[config.mk]
export PLATFORM = sky130hd
export DESIGN_NAME = cpu_control_fsm_flat
export DESIGN_NICKNAME = d
export VERILOG_FILES = /design/src/rtl/cpu_control_fsm_pkg.sv /design/src/rtl/cpu_control_fsm_if.sv /design/src/rtl/cpu_control_fsm_opcode_classifier.sv /design/src/rtl/cpu_control_fsm.sv /design/src/flat_wrapper.sv
export SDC_FILE = /design/constraint.sdc
export NUM_CORES = 1
export LEC_CHECK = 0
export BUFFER_PORTS_ARGS = -buffer_cell sky130_fd_sc_hd__buf_2
export CORE_UTILIZATION = 30
export DETAILED_ROUTE_END_ITERATION = 16
export PLACE_DENSITY = 0.56
export SLEW_MARGIN = 15
export SYNTH_ARGS = -nofsm -noshare
export SYNTH_HDL_FRONTEND = slang
export SYNTH_SLANG_ARGS = --single-unit
[constraint.sdc]
create_clock -name clk -period 3.57 [get_ports clk]
set_clock_uncertainty 0.05 [all_clocks]
set_input_delay 0.357 -clock clk [delete_from_list [all_inputs] [get_ports clk]]
set_output_delay 0.357 -clock clk [all_outputs]
set_load 0.03 [all_outputs]
[src/rtl/cpu_control_fsm_pkg.sv]
// Shared definitions for the CPU control sequencer.
//   - 3-bit state encodings (also exported on the debug state port)
//   - RV32I major opcode constants
//   - instruction class encoding registered by the sequencer in DECODE
package cpu_ctrl_pkg;

    localparam logic [2:0] FETCH     = 3'd0;
    localparam logic [2:0] DECODE    = 3'd1;
    localparam logic [2:0] EXECUTE   = 3'd2;
    localparam logic [2:0] MEMORY    = 3'd3;
    localparam logic [2:0] WRITEBACK = 3'd4;
    localparam logic [2:0] HALT      = 3'd5;
    localparam logic [2:0] TRAP      = 3'd6;

    typedef enum logic [2:0] {
        ST_FETCH     = FETCH,
        ST_DECODE    = DECODE,
        ST_EXECUTE   = EXECUTE,
        ST_MEMORY    = MEMORY,
        ST_WRITEBACK = WRITEBACK,
        ST_HALT      = HALT,
        ST_TRAP      = TRAP
    } state_t;

    localparam logic [6:0] OPC_LUI      = 7'b0110111;
    localparam logic [6:0] OPC_AUIPC    = 7'b0010111;
    localparam logic [6:0] OPC_JAL      = 7'b1101111;
    localparam logic [6:0] OPC_JALR     = 7'b1100111;
    localparam logic [6:0] OPC_BRANCH   = 7'b1100011;
    localparam logic [6:0] OPC_LOAD     = 7'b0000011;
    localparam logic [6:0] OPC_STORE    = 7'b0100011;
    localparam logic [6:0] OPC_OP_IMM   = 7'b0010011;
    localparam logic [6:0] OPC_OP       = 7'b0110011;
    localparam logic [6:0] OPC_MISC_MEM = 7'b0001111;
    localparam logic [6:0] OPC_SYSTEM   = 7'b1110011;

    typedef enum logic [3:0] {
        CLS_NONE,
        CLS_LUI,
        CLS_AUIPC,
        CLS_JAL,
        CLS_JALR,
        CLS_BRANCH,
        CLS_LOAD,
        CLS_STORE,
        CLS_OP_IMM,
        CLS_OP,
        CLS_FENCE,
        CLS_SYSTEM
    } cls_t;

    function automatic logic is_jump(cls_t c);
        return (c == CLS_JAL) || (c == CLS_JALR);
    endfunction

endpackage

[src/rtl/cpu_control_fsm_if.sv]
// Control/handshake bundle between the sequencer and the datapath/memories.
//   master : the sequencer (drives requests, enables, status, debug state)
//   slave  : datapath + memory side (drives instr, ready strobes, branch result)
interface cpu_control_fsm_if;

    logic [31:0] instr;
    logic        pmem_req;
    logic        pmem_ready;
    logic        ir_load;
    logic        opd_load;
    logic        dmem_req;
    logic        dmem_we;
    logic        dmem_ready;
    logic        branch_taken;
    logic        rf_we;
    logic        pc_inc;
    logic        pc_load;
    logic        instr_retired;
    logic        halted;
    logic        illegal_instr;
    logic        bus_error;
    logic [2:0]  state;

    modport master (
        input  instr, pmem_ready, dmem_ready, branch_taken,
        output pmem_req, ir_load, opd_load, dmem_req, dmem_we, rf_we,
               pc_inc, pc_load, instr_retired, halted, illegal_instr,
               bus_error, state
    );

    modport slave (
        output instr, pmem_ready, dmem_ready, branch_taken,
        input  pmem_req, ir_load, opd_load, dmem_req, dmem_we, rf_we,
               pc_inc, pc_load, instr_retired, halted, illegal_instr,
               bus_error, state
    );

endinterface

[src/rtl/cpu_control_fsm_opcode_classifier.sv]
// Combinational RV32I major-opcode classifier.
//   opcode  : instr[6:0]
//   cls     : instruction class (CLS_NONE for unsupported opcodes)
//   illegal : opcode not supported
//   system  : ECALL/EBREAK group
module opcode_classifier
    import cpu_ctrl_pkg::*;
(
    input  logic [6:0] opcode,
    output cls_t       cls,
    output logic       illegal,
    output logic       system
);

    always_comb begin
        cls     = CLS_NONE;
        illegal = 1'b0;
        system  = 1'b0;
        unique case (opcode)
            OPC_LUI:      cls = CLS_LUI;
            OPC_AUIPC:    cls = CLS_AUIPC;
            OPC_JAL:      cls = CLS_JAL;
            OPC_JALR:     cls = CLS_JALR;
            OPC_BRANCH:   cls = CLS_BRANCH;
            OPC_LOAD:     cls = CLS_LOAD;
            OPC_STORE:    cls = CLS_STORE;
            OPC_OP_IMM:   cls = CLS_OP_IMM;
            OPC_OP:       cls = CLS_OP;
            OPC_MISC_MEM: cls = CLS_FENCE;
            OPC_SYSTEM: begin
                cls    = CLS_SYSTEM;
                system = 1'b1;
            end
            default:      illegal = 1'b1;
        endcase
    end

endmodule

[src/rtl/cpu_control_fsm.sv]
// Multi-cycle CPU control sequencer: fetch, decode, execute, memory,
// writeback, plus halt/trap terminal states and a memory-wait timeout.
// Ports:
//   clk  : system clock, rising edge
//   rst  : synchronous active-high reset; forces every output low while high
//   bus  : cpu_control_fsm_if.master (requests, enables, status, debug state)
// Parameter MEM_TIMEOUT: max wait cycles per pmem/dmem request (0 = no limit).
//
// state     | meaning
// ----------+-----------------------------------------------------------
// FETCH     | pmem request; IR captured on pmem_ready
// DECODE    | classify opcode, load operand registers
// EXECUTE   | ALU step; branches retire here
// MEMORY    | dmem request; stores retire on dmem_ready
// WRITEBACK | register write, PC update, retire
// HALT      | ECALL/EBREAK seen; held until rst
// TRAP      | illegal opcode or bus timeout; held until rst
module cpu_control_fsm
    import cpu_ctrl_pkg::*;
#(
    parameter int MEM_TIMEOUT = 16
) (
    input  logic                clk,
    input  logic                rst,
    cpu_control_fsm_if.master   bus
);

    localparam int CW = (MEM_TIMEOUT > 1) ? $clog2(MEM_TIMEOUT) : 1;
    localparam logic [CW-1:0] TO_LIMIT = CW'((MEM_TIMEOUT > 0) ? MEM_TIMEOUT - 1 : 0);
    localparam logic TO_EN = (MEM_TIMEOUT > 0);

    state_t        state_q, state_d;
    cls_t          cls_q;
    logic          rd_zero_q;
    logic          ill_q, berr_q;
    logic          set_ill, set_berr;
    logic [CW-1:0] cnt_q, cnt_d;
    logic          timeout_hit;

    cls_t          dec_cls;
    logic          dec_illegal, dec_system;

    logic          pmem_req_c, ir_load_c, opd_load_c, dmem_req_c, dmem_we_c;
    logic          rf_we_c, pc_inc_c, pc_load_c, retired_c;

    // Only opcode and rd are consumed here; the rest belongs to the datapath.
    logic          unused_instr_bits;
    assign unused_instr_bits = ^bus.instr[31:12];

    opcode_classifier u_classifier (
        .opcode  (bus.instr[6:0]),
        .cls     (dec_cls),
        .illegal (dec_illegal),
        .system  (dec_system)
    );

    assign timeout_hit = TO_EN && (cnt_q == TO_LIMIT);

    always_ff @(posedge clk) begin
        if (rst) begin
            state_q   <= ST_FETCH;
            cls_q     <= CLS_NONE;
            rd_zero_q <= 1'b1;
            ill_q     <= 1'b0;
            berr_q    <= 1'b0;
            cnt_q     <= '0;
        end else begin
            state_q <= state_d;
            cnt_q   <= cnt_d;
            if (state_q == ST_DECODE) begin
                cls_q     <= dec_cls;
                rd_zero_q <= (bus.instr[11:7] == 5'd0);
            end
            if (set_ill)  ill_q  <= 1'b1;
            if (set_berr) berr_q <= 1'b1;
        end
    end

    always_comb begin
        state_d    = state_q;
        set_ill    = 1'b0;
        set_berr   = 1'b0;
        pmem_req_c = 1'b0;
        ir_load_c  = 1'b0;
        opd_load_c = 1'b0;
        dmem_req_c = 1'b0;
        dmem_we_c  = 1'b0;
        rf_we_c    = 1'b0;
        pc_inc_c   = 1'b0;
        pc_load_c  = 1'b0;
        retired_c  = 1'b0;

        unique case (state_q)
            ST_FETCH: begin
                pmem_req_c = 1'b1;
                if (bus.pmem_ready) begin
                    ir_load_c = 1'b1;
                    state_d   = ST_DECODE;
                end else if (timeout_hit) begin
                    set_berr = 1'b1;
                    state_d  = ST_TRAP;
                end
            end
            ST_DECODE: begin
                opd_load_c = 1'b1;
                if (dec_system) begin
                    state_d = ST_HALT;
                end else if (dec_illegal) begin
                    set_ill = 1'b1;
                    state_d = ST_TRAP;
                end else begin
                    state_d = ST_EXECUTE;
                end
            end
            ST_EXECUTE: begin
                if (cls_q == CLS_BRANCH) begin
                    pc_load_c = bus.branch_taken;
                    pc_inc_c  = ~bus.branch_taken;
                    retired_c = 1'b1;
                    state_d   = ST_FETCH;
                end else if (cls_q == CLS_LOAD || cls_q == CLS_STORE) begin
                    state_d = ST_MEMORY;
                end else begin
                    state_d = ST_WRITEBACK;
                end
            end
            ST_MEMORY: begin
                dmem_req_c = 1'b1;
                dmem_we_c  = (cls_q == CLS_STORE);
                if (bus.dmem_ready) begin
                    if (cls_q == CLS_STORE) begin
                        pc_inc_c  = 1'b1;
                        retired_c = 1'b1;
                        state_d   = ST_FETCH;
                    end else begin
                        state_d = ST_WRITEBACK;
                    end
                end else if (timeout_hit) begin
                    set_berr = 1'b1;
                    state_d  = ST_TRAP;
                end
            end
            ST_WRITEBACK: begin
                rf_we_c   = !rd_zero_q && (cls_q != CLS_FENCE);
                pc_load_c = is_jump(cls_q);
                pc_inc_c  = !is_jump(cls_q);
                retired_c = 1'b1;
                state_d   = ST_FETCH;
            end
            ST_HALT: state_d = ST_HALT;
            ST_TRAP: state_d = ST_TRAP;
            default: state_d = ST_FETCH;
        endcase
    end

    // Counts only while staying in a waiting request state; any exit
    // (ready, trap) returns it to zero, so each FETCH/MEMORY starts fresh.
    always_comb begin
        cnt_d = '0;
        if (TO_EN && state_d == state_q &&
            ((state_q == ST_FETCH  && !bus.pmem_ready) ||
             (state_q == ST_MEMORY && !bus.dmem_ready))) begin
            cnt_d = cnt_q + 1'b1;
        end
    end

    // Outputs are forced low combinationally during rst so an abandoned
    // instruction stops driving the datapath in the reset cycle itself.
    assign bus.pmem_req      = !rst && pmem_req_c;
    assign bus.ir_load       = !rst && ir_load_c;
    assign bus.opd_load      = !rst && opd_load_c;
    assign bus.dmem_req      = !rst && dmem_req_c;
    assign bus.dmem_we       = !rst && dmem_we_c;
    assign bus.rf_we         = !rst && rf_we_c;
    assign bus.pc_inc        = !rst && pc_inc_c;
    assign bus.pc_load       = !rst && pc_load_c;
    assign bus.instr_retired = !rst && retired_c;
    assign bus.halted        = !rst && (state_q == ST_HALT);
    assign bus.illegal_instr = !rst && ill_q;
    assign bus.bus_error     = !rst && berr_q;
    assign bus.state         = rst ? FETCH : state_q;

endmodule

[src/flat_wrapper.sv]
// flat-port wrapper written by rule: the top's interface ports become plain ports
module cpu_control_fsm_flat import cpu_ctrl_pkg::*;
#(
    parameter int MEM_TIMEOUT = 16
)
  (clk, rst, bus_instr, bus_pmem_ready, bus_dmem_ready, bus_branch_taken, bus_pmem_req, bus_ir_load, bus_opd_load, bus_dmem_req, bus_dmem_we, bus_rf_we, bus_pc_inc, bus_pc_load, bus_instr_retired, bus_halted, bus_illegal_instr, bus_bus_error, bus_state);
  cpu_control_fsm_if bus_i ();
  input  logic clk;
  input  logic rst;
  input wire logic [$bits(bus_i.instr)-1:0] bus_instr;
  input wire logic [$bits(bus_i.pmem_ready)-1:0] bus_pmem_ready;
  input wire logic [$bits(bus_i.dmem_ready)-1:0] bus_dmem_ready;
  input wire logic [$bits(bus_i.branch_taken)-1:0] bus_branch_taken;
  output wire logic [$bits(bus_i.pmem_req)-1:0] bus_pmem_req;
  output wire logic [$bits(bus_i.ir_load)-1:0] bus_ir_load;
  output wire logic [$bits(bus_i.opd_load)-1:0] bus_opd_load;
  output wire logic [$bits(bus_i.dmem_req)-1:0] bus_dmem_req;
  output wire logic [$bits(bus_i.dmem_we)-1:0] bus_dmem_we;
  output wire logic [$bits(bus_i.rf_we)-1:0] bus_rf_we;
  output wire logic [$bits(bus_i.pc_inc)-1:0] bus_pc_inc;
  output wire logic [$bits(bus_i.pc_load)-1:0] bus_pc_load;
  output wire logic [$bits(bus_i.instr_retired)-1:0] bus_instr_retired;
  output wire logic [$bits(bus_i.halted)-1:0] bus_halted;
  output wire logic [$bits(bus_i.illegal_instr)-1:0] bus_illegal_instr;
  output wire logic [$bits(bus_i.bus_error)-1:0] bus_bus_error;
  output wire logic [$bits(bus_i.state)-1:0] bus_state;
  assign bus_i.instr = bus_instr;
  assign bus_i.pmem_ready = bus_pmem_ready;
  assign bus_i.dmem_ready = bus_dmem_ready;
  assign bus_i.branch_taken = bus_branch_taken;
  assign bus_pmem_req = bus_i.pmem_req;
  assign bus_ir_load = bus_i.ir_load;
  assign bus_opd_load = bus_i.opd_load;
  assign bus_dmem_req = bus_i.dmem_req;
  assign bus_dmem_we = bus_i.dmem_we;
  assign bus_rf_we = bus_i.rf_we;
  assign bus_pc_inc = bus_i.pc_inc;
  assign bus_pc_load = bus_i.pc_load;
  assign bus_instr_retired = bus_i.instr_retired;
  assign bus_halted = bus_i.halted;
  assign bus_illegal_instr = bus_i.illegal_instr;
  assign bus_bus_error = bus_i.bus_error;
  assign bus_state = bus_i.state;
  cpu_control_fsm #(.MEM_TIMEOUT(MEM_TIMEOUT)) u_core (.clk(clk), .rst(rst), .bus(bus_i));
endmodule
Word-level counts from Yosys, hierarchy flattened
Cells that the tools add are included.
{ "totals": {"ff_bits": 14, "input_bits": 37, "elab_cells": 96} }
{ "classes": {"add_sub_neg": 1, "eq_ne": 25, "muxes": 34, "bitwise_logic": 2, "n_reduce_logical": 28} }
{ "op_table": {"columns": ["cell", "count"], "rows": [
  ["$pmux W4 S11", 1],
  ["$eq A7 B7 Y1 const B", 4],
  ["$mux W3", 9],
  ["$eq A7 B6 Y1 const B", 3],
  ["$mux W1", 19],
  ["$pmux W3 S6", 1],
  ["$eq A4 B3 Y1 const B", 4],
  ["$logic_and A1 B1 Y1", 16],
  ["$eq A7 B5 Y1 const B", 2],
  ["$reduce_or A11 Y1", 1],
  ["$eq A3 B3 Y1 const B", 3],
  ["$eq A7 B2 Y1 const B", 1],
  ["$eq A7 B4 Y1 const B", 1],
  ["$eq A3 B2 Y1 const B", 2],
  ["$pmux W1 S3", 2],
  ["$logic_not A1 Y1", 5],
  ["$logic_not A5 Y1", 1],
  ["$add A4 B1 Y4 const B", 1],
  ["$eq A4 B2 Y1 const B", 1],
  ["$eq A4 B4 Y1 const B", 1],
  ["$ne A4 B4 Y1 const B", 1],
  ["$pmux W1 S2", 2],
  ["$eq A3 B1 Y1 const B", 1],
  ["$eq A3 B3 Y1", 1],
  ["4 further kinds", 7]
]} }

Logic depth before layout (Yosys ltp)
Gate-level depths: netlist (run 1).
{ "depth": {"depth_word": 9, "ltp_mapped": 5} }

By module
From an unflattened synthesis (run 1), not the netlist that was laid out.
{ "hier_totals": {"cells_unflattened": 143, "area_unflattened_um2": 1064.8} }
{ "by_module_without_submodules": {"columns": ["module", "n_inst", "cells_each", "area_per_inst_um2", "seq_area_each_um2"], "rows": [
  ["cpu_control_fsm", 1, 112, 865.8, 280.3],
  ["opcode_classifier", 1, 31, 198.9, 0.0]
]} }

Worst setup path after synthesis (run 1)
OpenSTA, ideal clock, no wires.
{ "synth_timing": {"path_kind": "flip-flop to output port", "start": "register u_core.state_q[1]", "end": "output bus_ir_load", "arrival_time_ns": 1.976, "setup_slack_ns": 1.187, "path_stages_with_launch": 4, "path_cell_list": "dfxtp_1 > clkbuf_1 > nor4_1 > and2_1"} }
{ "synth_via": {"elab_chain_cells": 3} }
{ "synth_rtl": {"columns": ["element", "line_no", "rtl"], "rows": [
  ["start: declaration", "cpu_control_fsm.sv:32", "state_t state_q, state_d;"],
  ["start signal: assignment", "cpu_control_fsm.sv:68", "state_q <= state_d;"],
  ["$logic_not A3 Y1", "cpu_control_fsm.sv:93", "unique case (state_q)"],
  ["$mux W1", "cpu_control_fsm.sv:93", null],
  ["$logic_and A1 B1 Y1", "cpu_control_fsm.sv:170", "assign bus.ir_load = !rst && ir_load_c;"],
  ["end: declaration", "flat_wrapper.sv:15", "output wire logic [$bits(bus_i.ir_load)-1:0] bus_ir_load;"]
]} }
No other way between the ends.

Worst setup path in the final report (run 1)
{ "layout_timing": {"start": "register u_core.state_q[1]", "end": "output bus_pc_inc"} }
{ "layout_via": {"elab_chain_cells": 3} }
{ "layout_rtl": {"columns": ["element", "line_no", "rtl"], "rows": [
  ["$eq A3 B3 Y1 or $eq A3 B2 Y1 (tied branches)", "cpu_control_fsm.sv:93", null],
  ["$pmux W1 S3 (*)", "cpu_control_fsm.sv:93", null],
  ["$logic_and A1 B1 Y1 (*)", "cpu_control_fsm.sv:175", "assign bus.pc_inc = !rst && pc_inc_c;"],
  ["end: declaration", "flat_wrapper.sv:20", "output wire logic [$bits(bus_i.pc_inc)-1:0] bus_pc_inc;"]
]} }
Mark *: on every way between the ends. The rest lies on a longest branch, timed or not.

==> results of run 1 <==
-- flip-flops by register name, indices dropped and copies added (netlist names) --
signal and flops:
u_core.berr_q 1, u_core.state_q 3, u_core.cls_q 4, u_core.cnt_q 4, u_core.ill_q 1, u_core.rd_zero_q 1
-- cells in the final DEF (no fill, tap or decap), types with 2 or more instances in the layout --
| master | count |
|---|---|
| a211o_1 | 2 |
| a211oi_1 | 4 |
| a21oi_1 | 8 |
| a32oi_1 | 2 |
| and2_1 | 3 |
| and3_1 | 2 |
| buf_2 | 31 |
| clkbuf_4 | 3 |
| dfxtp_1 | 14 |
| inv_1 | 6 |
| nand2_1 | 8 |
| nand2b_1 | 3 |
| nand3_1 | 5 |
| nand3b_1 | 2 |
| nand4_1 | 3 |
| nand4b_1 | 2 |
| nor2_1 | 12 |
| nor2b_1 | 8 |
| nor3_1 | 3 |
| nor4_1 | 4 |
| o211ai_1 | 3 |
| o21ai_0 | 2 |
| o21bai_1 | 4 |
| o31ai_1 | 2 |
| or2_1 | 2 |
| or3b_1 | 3 |
| xnor2_1 | 2 |
| xor2_1 | 2 |
-- worst paths after layout --
| kind | from | endpoint | slack (ns) | cells after the start |
|---|---|---|---|---|
| worst max register to register | u_core.state_q[0] | u_core.rd_zero_q | 1.61 | 3 |
| worst min-delay path | bus_instr[9] | u_core.rd_zero_q | 0.20 | 2 |
| worst min register to register | u_core.cnt_q[0] | u_core.cnt_q[0] | 0.41 | 1 |
| worst max-delay path | u_core.state_q[1] | bus_pc_inc | 1.19 | 5 |
-- critical path: cells and delay by family, from the launching register on --
family	cells	cell delay, ns
AND/OR/NAND/NOR	3	0.56
buffers and inverters	1	0.22
AO/OA/AOI/OAI	1	0.27
flip-flops	1	0.64
-- per-stage QoR --
stage	utilization [%]	std cells	hold slack [ns]	instance area, µm²	worst slack [ns]
after global routing	37.9	211	0.191	1260	0.985
after CTS	37.9	211	0.195	1260	1.20
after floorplan	-	139	0.372	1050	1.19
final	37.9	211	0.201	1260	1.19
after global placement	36.8	207	0.388	1230	1.52
after detailed placement	36.8	207	0.402	1230	1.52
-- cells in the mapped netlist, drive strengths merged, types with 2 or more instances --
cell type  instances
a21oi              8
and3               2
nor3               3
o31ai              2
or2                2
o21bai             4
inv                7
nor2b              8
dfxtp             14
o21ai              3
xor2               2
nor2              12
o211ai             3
a211o              2
a211oi             4
nor4               4
and2               3
nand4b             2
nand2              8
nand3b             2
nand4              3
nand3              5
nand2b             3
xnor2              2
clkbuf             8
a32oi              2
or3b               3
-- layout make-up --
| class | count | area, µm² | area share (%) |
|---|---|---|---|
| inverters | 7 | 26.3 | 2.08 |
| clock buffers | 4 | 36.3 | 2.87 |
| flip-flops and latches | 14 | 280 | 22.2 |
| multi-input cells | 109 | 709 | 56.1 |
| well taps | 46 | 57.6 | 4.55 |
| repair buffers | 31 | 155 | 12.3 |
-- per-layer routing --
metal,global-route usage (%),up-vias,part of all wire (%)
met1,21.0,497,51
met3,2.52,2,3.6
met2,23.9,30,45
li1,-,567,-
met5,0,-,0
met4,5.84,0,0.50
-- logic make-up (layout without fill, tap and decap cells) --
family / count (synthesis) / count (layout) / share of synthesized area [%]
simple gates: 65 / 65 / 35.8
compound gates: 38 / 38 / 26.2
buf+inv: 16 / 42 / 5.83
flops: 14 / 14 / 26.7
xor+xnor: 4 / 4 / 3.33
fa+ha+maj: 1 / 1 / 1.19
mux: 1 / 1 / 0.952
-- power groups by stage --
stage / registers, mW / clock network, mW / logic, mW
floorplan: 0.183 / 0 / 0.152
global placement: 0.207 / 0 / 0.173
detailed placement: 0.207 / 0 / 0.175
CTS: 0.203 / 0.117 / 0.176
global route: 0.209 / 0.125 / 0.194
finish: 0.203 / 0.116 / 0.175
==> impl_metrics.yaml, run 1 <==
cts:
  path_clk_slew_ns: 0.09
  htreeDepth: 1
  cts_buffers: 3
  cts_tree: "yes"
  clk_latency_ns: 0.28
  hold_buffers: 0
  cts_sinks: 14
  cts_resized: 0
  cts_setup_buffers: 0
  cts_root_buffer: "clkbuf_4"
  cts.path.max_buffers: 2
timing:
  tns_ns: 0
  slew_viol_final: 0
  fin_crit_ns: 2.38
  slew_headroom_pct: 67.2
  rsz0062_at_grt: "false"
  hold_viol_final: 0
  fin_crit_sh_pct: 66.5
  fmax_ghz: 0.421
  setup_viol: 0
  tightest_slew_ns: 0.492
drt:
  vias: 1096
  postRouteAntennaNets: 0
  wl_per_cell_um: 12.4
  remaining_drc_errors: 0
  via_per_inst: 5.19
  drt_iter0_drc: 53
  totalWireLength_um: 2620
  firstDrtPassIters: 4
setup_path:
  crit_path_end_kind: "primary output"
  path_max_fanout: 16
  critPathArrivalTime_ns: 1.97
  cp_slowest_cell: "dfxtp_1"
  required_ns: 3.16
  path_cells: "nor2b_1 > nand4_1 > o221a_1 > nor3_1 > buf_2"
  worstSetupPathType: "reg2out"
  max_stage_delay_ns: 0.64
  cp-start-kind: "flop"
run_status:
  status: "finished clean"
global_routing:
  track_usage_pct: 15.3
  grt_pass1_vias: 970
  grt_pass1_wl_um: 4290
  grt_max_degree: 22
  grt_overflow_total: 0
  antenna_found_initial: 0
synth:
  synth_top_cell_area_share_pct: 26.7
  synthTopCellsByArea: "dfxtp_1, nor2b_1, nor2_1"
  ys.flop_type: "dfxtp_1"
  syn_area_mm2: 0.00105
  syn_avg_cell_area_um2: 7.56
  async_flop_share_pct: 0
  synth_cell_types: 47
  synth_edf_count: 0
  synth_seq_cells: 14
  synth.net_count: 177
  synth_cells: 139
  yosys_warnings: 0
  yosysTopAreaCell: "dfxtp_1"
  synth_seq_area_share_pct: 26.7
placement:
  finalWeightedCongestion: 0.748
  port_buffers: 31
  dpl.hpwl_um: 1970
layout:
  n_fill_cell: 381
  fin_nets: 204
  diodes: 0
  syn_to_final_growth_pct: 20.4
  drive_gt1_share_pct: 23.6
power:
  leakagePower_nw: 0.499
  switching_share_pct: 38.9
  internal_power_mw: 0.302
  seq_power_share_pct: 41.1
  total_power_mw: 0.494
  clockPowerShare_pct: 23.5
  switchingPower_mw: 0.192
  pwr-share-comb_pct: 35.4
  worst_ir_drop_vdd_uv: 121
  p_per_area_mw_per_mm2: 391
die:
  die_x_um: 61.2
  chipHeight_um: 61.2
  start_util_pct: 31.5
  core_mm2: 0.00334
  ios: 52
  dieArea_mm2: 0.00374
  rows: 21
run:
  drv_cap: 0
worst_hold_path:
  hp-class: "in2reg"
Power figures use the tool's default switching activity.
==> inputs of run 2 (changes only) <==
Clock period 3.57 ns to 2.25 ns, I/O delays scaled along.
==> run 2 against run 1 <==
Non-clock buffer count grew 2. Critical endpoint unchanged. Via count is 2.5% higher. Combinational power up 71%. Clock-buffer cell count is the same.
==> impl_metrics.yaml, run 2 (same netlist as run 1, synthesis figures left out) <==
setup_path:
  crit_path_end_kind: "primary output"
  cp-start-kind: "flop"
  required_ns: 1.98
  worstSetupPathType: "reg2out"
  critPathArrivalTime_ns: 1.77
  path_max_fanout: 6
drt:
  remaining_drc_errors: 0
  drt_iter0_drc: 57
  via_per_inst: 5.27
  wl_per_cell_um: 12.4
  vias: 1123
  firstDrtPassIters: 5
  totalWireLength_um: 2630
  postRouteAntennaNets: 0
cts:
  cts.path.max_buffers: 2
  cts_buffers: 3
  cts_sinks: 14
  cts_root_buffer: "clkbuf_4"
  clk_latency_ns: 0.28
  htreeDepth: 1
  path_clk_slew_ns: 0.08
  cts_tree: "yes"
  cts_setup_buffers: 0
die:
  chipHeight_um: 61.2
  dieArea_mm2: 0.00374
  start_util_pct: 31.5
  core_mm2: 0.00334
  die_x_um: 61.2
  rows: 21
  ios: 52
timing:
  hold_ws_ns: 0.0642
  setup_viol: 0
  tightest_slew_ns: 0.404
  fin_crit_ns: 2.05
  rsz0062_at_grt: "false"
  slew_viol_final: 0
  slew_headroom_pct: 73.0
  hold_viol_final: 0
  fmax_ghz: 0.489
  tns_ns: 0
  fin_crit_sh_pct: 90.9
run:
  drv_cap: 0
layout:
  drive_gt1_share_pct: 25.7
  final_cell_mix: "buf_2, dfxtp_1, nor2_1"
  reg.largest.list: "u_core.cls_q: 4 flops, u_core.cnt_q: 4 flops, u_core.state_q: 3 flops"
  syn_to_final_growth_pct: 22.5
  diodes: 0
  final_core_util_pct: 38.6
  final_common_cell: "buf_2"
  fin_nets: 206
global_routing:
  grt_pass1_wl_um: 4170
  grt_max_degree: 22
  antenna_found_initial: 0
  grt_overflow_total: 0
  track_usage_pct: 15.0
  grt_pass1_vias: 954
placement:
  port_buffers: 31
  dpl.hpwl_um: 2020
  finalWeightedCongestion: 0.827
run_status:
  status: "finished clean"
power:
  p_per_area_mw_per_mm2: 617
  worst_ir_drop_vdd_uv: 162
  leakagePower_nw: 0.511
worst_hold_path:
  hp-class: "in2reg"
## run 2: final timing paths
check,slack (ns),cells after the start,startpoint,endpoint
worst min register to register,0.43,2,u_core.berr_q,u_core.berr_q
worst max register to register,0.38,5,u_core.state_q[1],u_core.cnt_q[0]
worst max-delay path,0.20,5,u_core.cls_q[2],bus_pc_inc
worst min-delay path,0.06,2,bus_instr[9],u_core.rd_zero_q
## run 2: power breakdown
group / internal (mW) / total, mW / switching, mW
clock network: 0.0985 / 0.180 / 0.0815
logic: 0.118 / 0.299 / 0.181
registers: 0.274 / 0.315 / 0.0408
total: 0.490 / 0.794 / 0.304
## run 2: worst max-delay path, cell delays in order (launching register included)
cell     delay (ns)
dfxtp_1        0.41
nor2b_1        0.28
nand4_1        0.18
o221a_1        0.27
nor3_1         0.13
buf_2          0.22
## run 2: layout make-up
| type | instances | area, µm² |
|---|---|---|
| Clock buffer | 4 | 36.3 |
| Inverter | 7 | 26.3 |
| Sequential cell | 14 | 282 |
| Multi-Input combinational cell | 109 | 716 |
| Fill cell | 374 | 2050 |
| Timing Repair Buffer | 33 | 170 |
| Tap cell | 46 | 57.6 |
## run 2: per-stage QoR
step | worst slack, ns | area (µm²) | cells | power (mW)
floorplan | 0.0721 | 1060 | 139 | 0.535
global placement | 0.421 | 1250 | 209 | 0.614
detailed placement | 0.396 | 1250 | 209 | 0.618
CTS | 0.118 | 1290 | 213 | 0.800
global route | 0.0413 | 1290 | 213 | 0.851
finish | 0.204 | 1290 | 213 | 0.794
## run 2: timing repair
action	CTS	global route
endpoints found under the setup margin	0	2
gates resized for setup	0	1
hold buffers	0	0
## run 2: metal layers
metal  track usage (%)  up-vias  part of all wire [%]
met3              2.73        4                   5.3
met5                 0        -                     0
met1              18.7      514                    46
met2              25.2       34                    47
met4              6.82        0                   1.6
li1                  -      571                     -
